===== src/rtl/rx_access_correlator_pkg.sv =====
// Shared definitions for the receive access-code correlator: state encoding,
// sync word / trailer geometry and the expected trailer bit pattern.
package rx_access_correlator_pkg;

   localparam int SW_LEN      = 64;
   localparam int WIN_W_DEF   = 10;
   localparam int TRAILER_LEN = 4;
   localparam int ERR_W       = 7;

   typedef enum logic [1:0] {
      ST_IDLE    = 2'd0,
      ST_SEARCH  = 2'd1,
      ST_TRAILER = 2'd2,
      ST_PASS    = 2'd3
   } state_e;

   // Trailer alternates starting with the complement of the last sync bit.
   function automatic logic trailer_bit(input logic s63, input logic [1:0] idx);
      return idx[0] ? s63 : ~s63;
   endfunction

endpackage


===== src/rtl/rx_access_correlator_popcount64.sv =====
// Combinational 64-bit population count built as a balanced adder tree,
// shared by the access-code correlators.
module popcount64 (
   input  logic [63:0] data_i,
   output logic [6:0]  count_o
);

   logic [1:0] lvl1 [32];
   logic [2:0] lvl2 [16];
   logic [3:0] lvl3 [8];
   logic [4:0] lvl4 [4];
   logic [5:0] lvl5 [2];

   for (genvar i = 0; i < 32; i++) begin : g_lvl1
      assign lvl1[i] = {1'b0, data_i[2*i]} + {1'b0, data_i[2*i+1]};
   end

   for (genvar i = 0; i < 16; i++) begin : g_lvl2
      assign lvl2[i] = {1'b0, lvl1[2*i]} + {1'b0, lvl1[2*i+1]};
   end

   for (genvar i = 0; i < 8; i++) begin : g_lvl3
      assign lvl3[i] = {1'b0, lvl2[2*i]} + {1'b0, lvl2[2*i+1]};
   end

   for (genvar i = 0; i < 4; i++) begin : g_lvl4
      assign lvl4[i] = {1'b0, lvl3[2*i]} + {1'b0, lvl3[2*i+1]};
   end

   for (genvar i = 0; i < 2; i++) begin : g_lvl5
      assign lvl5[i] = {1'b0, lvl4[2*i]} + {1'b0, lvl4[2*i+1]};
   end

   assign count_o = {1'b0, lvl5[0]} + {1'b0, lvl5[1]};

endmodule


===== src/rtl/rx_access_correlator.sv =====
// Receive access-code correlator: hunts for the sync word with error tolerance,
// checks the trailer and then hands an aligned bit stream to the decoders.
module rx_access_correlator
   import rx_access_correlator_pkg::*;
#(
   parameter int WIN_W = WIN_W_DEF
) (
   input  logic              clk_6M,
   input  logic              rstz,
   input  logic              p_1us,
   input  logic              rxbit_raw,
   input  logic              search_en,
   input  logic              rx_end_p,
   input  logic [SW_LEN-1:0] regi_syncword,
   input  logic [ERR_W-1:0]  regi_corr_thresh,
   input  logic [WIN_W-1:0]  regi_win_len,
   input  logic              regi_trailer_chk,
   output logic              sync_found_p,
   output logic              rx_trailer_st_p,
   output logic              rxbit,
   output logic              rxbit_valid,
   output logic [ERR_W-1:0]  corr_errcnt,
   output logic              search_timeout_p,
   output logic              corr_busy
);

   state_e            state_q, state_d;
   logic              search_en_q;

   logic [SW_LEN-1:0] sr_q, sr_d, sr_shift;
   logic [ERR_W-1:0]  fill_q, fill_d;
   logic [WIN_W-1:0]  win_q, win_d, win_next;
   logic [1:0]        tcnt_q, tcnt_d;

   logic              sync_found_q, sync_found_d;
   logic              trailer_st_q, trailer_st_d;
   logic              timeout_q, timeout_d;
   logic              rxbit_q, rxbit_d;
   logic [ERR_W-1:0]  errcnt_q, errcnt_d;

   logic [ERR_W-1:0]  errs;
   logic              fill_full;
   logic              corr_hit;
   logic              win_expired;
   logic              trl_mismatch;
   logic              trl_last;

   // Correlation looks at the window as it will be after this strobe's shift.
   assign sr_shift = {rxbit_raw, sr_q[SW_LEN-1:1]};

   popcount64 u_popcount (
      .data_i  (sr_shift ^ regi_syncword),
      .count_o (errs)
   );

   assign fill_full    = (fill_q >= ERR_W'(SW_LEN - 1));
   assign corr_hit     = p_1us && fill_full && (errs <= regi_corr_thresh);
   assign win_next     = (win_q == {WIN_W{1'b1}}) ? win_q : win_q + 1'b1;
   assign win_expired  = (regi_win_len != '0) && (win_next >= regi_win_len);
   assign trl_mismatch = (rxbit_raw != trailer_bit(regi_syncword[SW_LEN-1], tcnt_q));
   assign trl_last     = (tcnt_q == 2'(TRAILER_LEN - 1));

   always_ff @(posedge clk_6M or posedge rstz) begin
      if (rstz) begin
         state_q     <= ST_IDLE;
         search_en_q <= 1'b0;
      end else begin
         state_q     <= state_d;
         search_en_q <= search_en;
      end
   end

   // Dropping search_en overrides every other transition.
   always_comb begin
      state_d = state_q;
      if (!search_en) begin
         state_d = ST_IDLE;
      end else begin
         case (state_q)
            ST_IDLE: begin
               if (!search_en_q) state_d = ST_SEARCH;
            end
            ST_SEARCH: begin
               if (corr_hit) begin
                  state_d = ST_TRAILER;
               end else if (p_1us && win_expired) begin
                  state_d = ST_IDLE;
               end
            end
            ST_TRAILER: begin
               if (p_1us) begin
                  if (trl_mismatch && regi_trailer_chk) begin
                     state_d = ST_SEARCH;
                  end else if (trl_last) begin
                     state_d = ST_PASS;
                  end
               end
            end
            ST_PASS: begin
               if (rx_end_p) state_d = ST_IDLE;
            end
            default: state_d = ST_IDLE;
         endcase
      end
   end

   always_comb begin
      sr_d         = p_1us ? sr_shift : sr_q;
      fill_d       = fill_q;
      win_d        = win_q;
      tcnt_d       = tcnt_q;
      sync_found_d = 1'b0;
      trailer_st_d = 1'b0;
      timeout_d    = 1'b0;
      errcnt_d     = errcnt_q;
      rxbit_d      = rxbit_q;

      case (state_q)
         ST_IDLE: begin
            fill_d = '0;
            win_d  = '0;
            tcnt_d = '0;
         end
         ST_SEARCH: begin
            if (p_1us) begin
               fill_d = fill_full ? ERR_W'(SW_LEN) : fill_q + 1'b1;
               win_d  = win_next;
               if (corr_hit) begin
                  sync_found_d = 1'b1;
                  errcnt_d     = errs;
                  tcnt_d       = '0;
               end else if (win_expired) begin
                  timeout_d = 1'b1;
               end
            end
         end
         ST_TRAILER: begin
            if (p_1us) begin
               fill_d = fill_full ? ERR_W'(SW_LEN) : fill_q + 1'b1;
               win_d  = win_next;
               if (!(trl_mismatch && regi_trailer_chk)) begin
                  if (trl_last) begin
                     trailer_st_d = 1'b1;
                  end else begin
                     tcnt_d = tcnt_q + 1'b1;
                  end
               end
            end
         end
         ST_PASS: begin
            if (p_1us) rxbit_d = rxbit_raw;
         end
         default: ;
      endcase

      // Aborting the window discards everything visible to the decoders.
      if (!search_en) begin
         sync_found_d = 1'b0;
         trailer_st_d = 1'b0;
         timeout_d    = 1'b0;
         errcnt_d     = '0;
      end
      if (state_d != ST_PASS) rxbit_d = 1'b0;
   end

   always_ff @(posedge clk_6M or posedge rstz) begin
      if (rstz) begin
         sr_q         <= '0;
         fill_q       <= '0;
         win_q        <= '0;
         tcnt_q       <= '0;
         sync_found_q <= 1'b0;
         trailer_st_q <= 1'b0;
         timeout_q    <= 1'b0;
         errcnt_q     <= '0;
         rxbit_q      <= 1'b0;
      end else begin
         sr_q         <= sr_d;
         fill_q       <= fill_d;
         win_q        <= win_d;
         tcnt_q       <= tcnt_d;
         sync_found_q <= sync_found_d;
         trailer_st_q <= trailer_st_d;
         timeout_q    <= timeout_d;
         errcnt_q     <= errcnt_d;
         rxbit_q      <= rxbit_d;
      end
   end

   assign sync_found_p     = sync_found_q;
   assign rx_trailer_st_p  = trailer_st_q;
   assign search_timeout_p = timeout_q;
   assign corr_errcnt      = errcnt_q;
   assign rxbit            = rxbit_q;
   assign rxbit_valid      = (state_q == ST_PASS);
   assign corr_busy        = (state_q != ST_IDLE);

endmodule


===== config.mk =====
export PLATFORM = sky130hd
export DESIGN_NAME = rx_access_correlator
export DESIGN_NICKNAME = d
export VERILOG_FILES = /design/src/rtl/rx_access_correlator_pkg.sv /design/src/rtl/rx_access_correlator_popcount64.sv /design/src/rtl/rx_access_correlator.sv
export SDC_FILE = /design/constraint.sdc
export NUM_CORES = 1
export LEC_CHECK = 0
export CORE_MARGIN = 2
export CORE_UTILIZATION = 60
export DETAILED_ROUTE_END_ITERATION = 12
export GPL_TIMING_DRIVEN = 0
export PLACE_DENSITY = 0.87
export SYNTH_ARGS = -nofsm -noshare
export SYNTH_HDL_FRONTEND = slang
export SYNTH_SLANG_ARGS = --single-unit

===== constraint.sdc =====
create_clock -name clk_6M -period 12.2 [get_ports clk_6M]
set_input_delay 2.44 -clock clk_6M [delete_from_list [all_inputs] [get_ports clk_6M]]
set_output_delay 2.44 -clock clk_6M [all_outputs]
set_load 0.05 [all_outputs]

==> summary.txt, run 1 <==
Final layout
  • Most common cell after layout, fill and taps aside: clkdlybuf4s50_1
  • Inserted Diodes: 0
  • Fillers: 686
  • Layout cells sized above 1: 13.5%
  • Post-layout nets: 882
  • Most frequent cells in the layout: clkdlybuf4s50_1 (99), dfrtp_1 (96), inv_1 (68), mux2_2 (66), fa_1 (54)
  • Synthesis-to-finish area growth: 20.5%

Clock tree
  • CTS buffer count: 9
  • Clk Latency, worst-skew pair: 0.37 ns
  • CTS root buf: clkbuf_8
  • Clock transition at path regs: 0.09 ns
  • H-tree depth: 3
  • Clock tree buffer depth: 2
  • Resized Gates After CTS: 0
  • Setup repair bufs after CTS: 0
  • Hold_buf cts: 0
  • TritonCTS clock tree: yes
  • # clock sinks: 96

Synthesis
  • Yosys reg bits: 96
  • Dominant cells by area after synthesis: dfrtp_1 (36%), fa_1 (16%), mux2_2 (11%), ha_1 (7.2%), xnor2_1 (5.3%)
  • Post-synth EDFFs: 0
  • Synth Warn #: 0
  • Area leader, netlist: dfrtp_1
  • Mux contribution to synthesized area: 12.2%
  • Post-synthesis cell area: 0.00674 mm²
  • Synth Area per Inst: 11.4 µm²
  • Async SR Flop Fraction: 100%
  • Post-Synth Simple-Gate Area: 7.86%
  • Compound-cell area share of the yosys netlist: 5.85%
  • Syn Nets: 771
  • Yosys top cell area share: 35.7%
  • Yosys cell types: 53
  • Largest family of logic cells by synthesized area: adder cells
  • Sequential area share after synthesis: 35.7%
  • Gate count of the mapped netlist: 590
  • XOR/XNOR share of the synthesized area: 10.3%
  • Top FF cell, synth: dfrtp_1
  • Post-Synth Adder-Cell Area: 23.3%

Floorplan
  • I/O pin cnt: 101
  • Die area: 0.0121 mm²
  • Core area: 0.0109 mm²
  • DIE HEIGHT: 110 µm
  • Die width: 110 µm
  • Initial Util: 61.9%
  • Row Count: 38

Global routing
  • First-pass GRT wire length: 23.8 mm
  • GRT Total Usage: 26.4%
  • Initial antenna violation count: 0
  • Global route total overflow: 0
  • Pin count of the biggest net entering global routing: 50
  • Vias in the first global route: 5043

Route
  • Routed via count: 4670
  • Initial drt markers: 214
  • Final wirelength: 14.7 mm
  • First drt pass iteration count: 6
  • Routed Antenna Nets: 0
  • Drt via density: 5.53
  • DR WL/cell: 17.4 µm
  • DRC viols: 0

Run
  • Max-cap violation count: 0

Place
  • Post-DP HPWL: 11.7 mm
  • IO Port Bufs: 99
  • GP Congestion: 0.878

Worst setup path
  • Cell family contributing the most delay on the critical path: adder cells
  • CP max-delay cell: clkdlybuf4s50_1
  • CP Launch Type: input pin
  • Crit end category: flip-flop
  • Crit path DAT: 10.37 ns
  • CP Buf/Inv Count: 6
  • Crit-path most repeated cell: fa_1
  • Worst EP required: 12.45 ns
  • Worst-path maximum fanout: 4
  • Worst path depth: 29
  • Worst R2R Path Depth: 29
  • Max stage delay on crit path: 0.62 ns
  • RR Startpoint: sr_q[30]
  • Crit path kind: input pin to flip-flop
  • CP startpoint: rxbit_raw

Timing
  • Worst Max-Slew Pin Slew: 0.641 ns
  • Tmin final: 10.12 ns
  • Fin. max-slew vios: 0
  • Fin crit share: 83.0%
  • Max Fclk: 0.0988 GHz
  • Endpoints failing hold: 0
  • Clk_skew: 0.00711 ns
  • RSZ-0062 raised after global routing: no
  • Slew headroom: 57.2%
  • Total negative setup slack: 0 ns
  • Final setup vio count: 0

Status
  • Status: complete, no violations

Worst hold path
  • Hold path depth: 2
  • Hold crit path type: flip-flop to flip-flop
  • Hold path start: corr_errcnt[3]
path summary, 6_finish.rpt:
check                                  to  slack (ns)
min                        corr_errcnt[3]        0.53
min reg2reg                corr_errcnt[3]        0.53
min in group asynchronous         sr_q[4]        2.51
max in group asynchronous        sr_q[52]        9.03
max reg2reg                    state_q[0]        4.20
max                            state_q[0]        2.08
cells in the mapped netlist, drive strengths merged, types with 2 or more instances:
cell and n:
buf 10, a211oi 3, xnor2 41, a21oi 14, fa 54, and3 5, nand4 4, nor2 23
inv 69, ha 39, nor4 2, nand3 11, a41o 2, o21ai 21, a31oi 5, nor2b 5
o211ai 2, a32o 3, o21a 2, mux2 66, a21o 2, and4 2, nand2b 8, xor2 37
nand2 33, nor3 3, mux2i 8, clkbuf 5, dfrtp 96
cell type report:
type / count / area, µm² / share of cell area [%]
tap: 140 / 175 / 2.16
clock buffer: 12 / 145 / 1.79
clock inverter: 3 / 42.5 / 0.524
buffer: 15 / 63.8 / 0.786
multi-input combinational: 409 / 4010 / 49.3
timing repair buffer: 100 / 1020 / 12.5
inverter: 70 / 265 / 3.27
sequential: 96 / 2400 / 29.6
worst register-to-register path, delay by kind of cell, from the launching register on:
kind / cells / cell delay (ns)
buf+inv: 6 / 0.38
xor+xnor: 1 / 0.17
simple gates: 6 / 0.66
compound gates: 5 / 1.18
flops: 1 / 0.42
fa+ha+maj: 11 / 5.07
sequential cells by signal (all words and copies together), names as in the netlist:
register / cells
sr_q: 63
rxbit: 1
search_en_q: 1
corr_errcnt: 7
rx_trailer_st_p: 1
tcnt_q: 2
fill_q: 7
search_timeout_p: 1
sync_found_p: 1
state_q: 2
win_q: 10
cell families after synthesis:
kind of cell / after synthesis
AO/OA/AOI/OAI: 61
XOR/XNOR: 78
adder cells (fa/ha/maj): 93
buffers and inverters: 85
flip-flops: 96
multiplexers: 74
AND/OR/NAND/NOR: 103
routing by layer:
metal,routed length [µm],up-vias,track usage (%)
li1,-,2164,-
met1,5980,2322,33.3
met2,7520,143,44.2
met3,696,41,4.45
met4,504,0,12.9
met5,0,-,0
metrics by stage:
step           cell area [µm²]  worst slack (ns)  hold WS (ns)  std cells  util, %
3_3_place_gp              7900              1.85         0.493        829     72.6
3_5_place_dp              7930              1.80         0.516        830     72.8
5_1_grt                   8120              1.75         0.562        845     74.6
4_1_cts                   8120              2.18         0.535        845     74.6
2_1_floorplan             6740              2.87         0.472        590        -
6_report                  8120              2.08         0.533        845     74.6
Power of run 1 is left out: the tool's default activity adds up to more than one toggle a clock period on the data nets, which glitch-free logic cannot reach.
==> inputs of run 2 (changes only) <==
Settings changed: CORE_UTILIZATION 60 to 50, PLACE_DENSITY 0.87 to 0.78.
Clock period 12.2 ns to 8.85 ns, I/O delays scaled along.
==> run 2 against run 1 <==
Net effect:
- sequential share of layout area decreased by 1.8 points
- core utilization decreased by 9.1 points
- critical endpoint is now rxbit
- via count increased by 0.86%
- clock-buffer cell count unchanged
- first-iteration DRC count increased by 29%
- flip-flop and latch count unchanged
- critical path depth increased by 2
- largest cell class unchanged
==> summary.txt, run 2 (same netlist as run 1, synthesis figures left out) <==
Clock tree
  • # clock sinks: 96 (unchanged)
  • TritonCTS clock tree: yes
  • Clk Latency, worst-skew pair: 0.35 ns (-0.02 ns)
  • Clock transition at path regs: 0.07 ns (-0.02 ns)
  • CTS buffer count: 9 (unchanged)
  • Clock tree buffer depth: 2 (unchanged)
  • CTS root buf: clkbuf_16
  • H-tree depth: 3 (unchanged)

Timing
  • Fin crit share: 98.3%
  • Endpoints failing hold: 0 (unchanged)
  • Tmin final: 8.70 ns
  • Clk_skew: 0.0109 ns (+0.00376 ns)
  • RSZ-0062 raised after global routing: yes
  • Max Fclk: 0.115 GHz
  • Hold slack: 0.526 ns (-0.00738 ns)
  • Slew headroom: 57.1% (-0.18 points)
  • Setup ws final: 0.148 ns (-1.93 ns)
  • Worst Max-Slew Pin Slew: 0.644 ns (+0.00264 ns)
  • Final setup vio count: 0 (unchanged)
  • Fin. max-slew vios: 0 (unchanged)

Final layout
  • Synthesis-to-finish area growth: 28.3%
  • Inserted Diodes: 0 (unchanged)
  • Largest registers: sr_q: 63 flops, win_q: 10 flops
  • Post-layout nets: 890 (+0.91%)
  • Layout cells sized above 1: 27.3% (+14 points)
  • Most frequent cells in the layout: dfrtp_1 (96), mux2_2 (66), clkdlybuf4s50_1 (65), inv_1 (57), fa_1 (47)
  • Fillers: 973 (+42%)
  • Max reg flops: 63 (unchanged)
  • Most common cell after layout, fill and taps aside: dfrtp_1
  • Top reg by flops: sr_q

Place
  • DP Worst Slack: -0.974 ns (-2.78 ns)
  • GP Congestion: 0.856 (-2.5%)
  • Post-DP HPWL: 11.8 mm (+0.64%)
  • IO Port Bufs: 99 (unchanged)

Route
  • Initial drt markers: 276 (+29%)
  • Routed via count: 4710 (+0.86%)
  • Final wirelength: 15.3 mm (+4.0%)
  • Drt via density: 5.29 (-4.2%)
  • DR WL/cell: 17.2 µm (-1.3%)
  • DRC viols: 0 (unchanged)
  • Routed Antenna Nets: 0 (unchanged)
  • First drt pass iteration count: 5 (-1)

Worst setup path
  • Crit path DAT: 8.97 ns (-1.40 ns)
  • Worst-path maximum fanout: 4 (unchanged)
  • Crit end category: flip-flop
  • Crit path kind: input pin to flip-flop
  • Max stage delay on crit path: 0.58 ns (-0.04 ns)
  • Cell family contributing the most delay on the critical path: adder cells
  • Worst EP required: 9.12 ns (-3.33 ns)
  • CP max-delay cell: fa_2
  • Crit-path most repeated cell: fa_1
  • CP Launch Type: input pin
  • CP Buf/Inv Count: 7 (+1)

Floorplan
  • Core area: 0.0132 mm² (+21%)
  • Die area: 0.0144 mm² (+19%)
  • Row Count: 42 (+11%)
  • Die width: 120 µm (+9.2%)
  • I/O pin cnt: 101 (unchanged)
  • DIE HEIGHT: 120 µm (+9.2%)
  • Initial Util: 51.1% (-11 points)

Worst hold path
  • Hold crit path type: flip-flop to flip-flop

Run
  • Max-cap violation count: 0 (unchanged)

Global routing
  • First-pass GRT wire length: 24.8 mm (+4.2%)
  • Vias in the first global route: 5163 (+2.4%)
  • Global route total overflow: 0 (unchanged)
  • Initial antenna violation count: 0 (unchanged)
  • GRT Total Usage: 22.3% (-4.1 points)
  • Pin count of the biggest net entering global routing: 50 (unchanged)

Status
  • Status: complete, no violations
## run 2: tightest hold or removal path, stage by stage (launching register included)
cell and delay [ns]:
dfrtp_1 0.35, o21ai_1 0.07, o21ai_0 0.06
## run 2: repair_timing
action                                  in CTS  in global routing
pin swaps                                   62                 52
hold buffers                                 0                  0
gates resized for setup                     92                 79
endpoints found under the setup margin      14                 14
endpoints found under the hold margin        0                  0
setup buffers                                6                  2
## run 2: final timing paths
kind                                   start         to  slack [ns]  cells past startpoint
setup / recovery           regi_syncword[29]      rxbit        0.15                     31
min in group asynchronous               rstz   win_q[1]        1.86                      2
hold / removal                     tcnt_q[1]  tcnt_q[1]        0.53                      2
setup reg to reg                    sr_q[36]      rxbit        1.21                     29
hold reg to reg                    tcnt_q[1]  tcnt_q[1]        0.53                      2
max in group asynchronous               rstz   sr_q[36]        6.33                      3
## run 2: routing by layer
layer / global-route usage [%] / wire length, µm / up-vias
met5: 0 / 0 / -
met4: 10.4 / 515 / 0
met3: 3.75 / 717 / 37
met2: 37.0 / 7620 / 133
met1: 28.6 / 6440 / 2359
li1: - / - / 2181
## run 2: cell type report
type                            count  area, µm²  share of cell area [%]
Multi-Input combinational cell    409       4360                    50.4
Clock inverter                      4       98.8                    1.14
Tap cell                          176        220                    2.55
Sequential cell                    96       2400                    27.8
Inverter                           70        265                    3.07
Buffer                             15       63.8                   0.739
Timing Repair Buffer              108        967                    11.2
Clock buffer                       12        267                    3.08
## run 2: metrics by stage
stage / utilization (%) / setup TNS [ns] / area (µm²) / std cells
after floorplan: - / 0 / 6740 / 590
after global placement: 60.2 / -10.52 / 7950 / 865
after detailed placement: 60.5 / -11.99 / 7980 / 866
after CTS: 64.6 / 0 / 8520 / 888
after global routing: 65.5 / -0.395 / 8640 / 890
final: 65.5 / 0 / 8640 / 890
Power of run 2 is left out for the same reason.
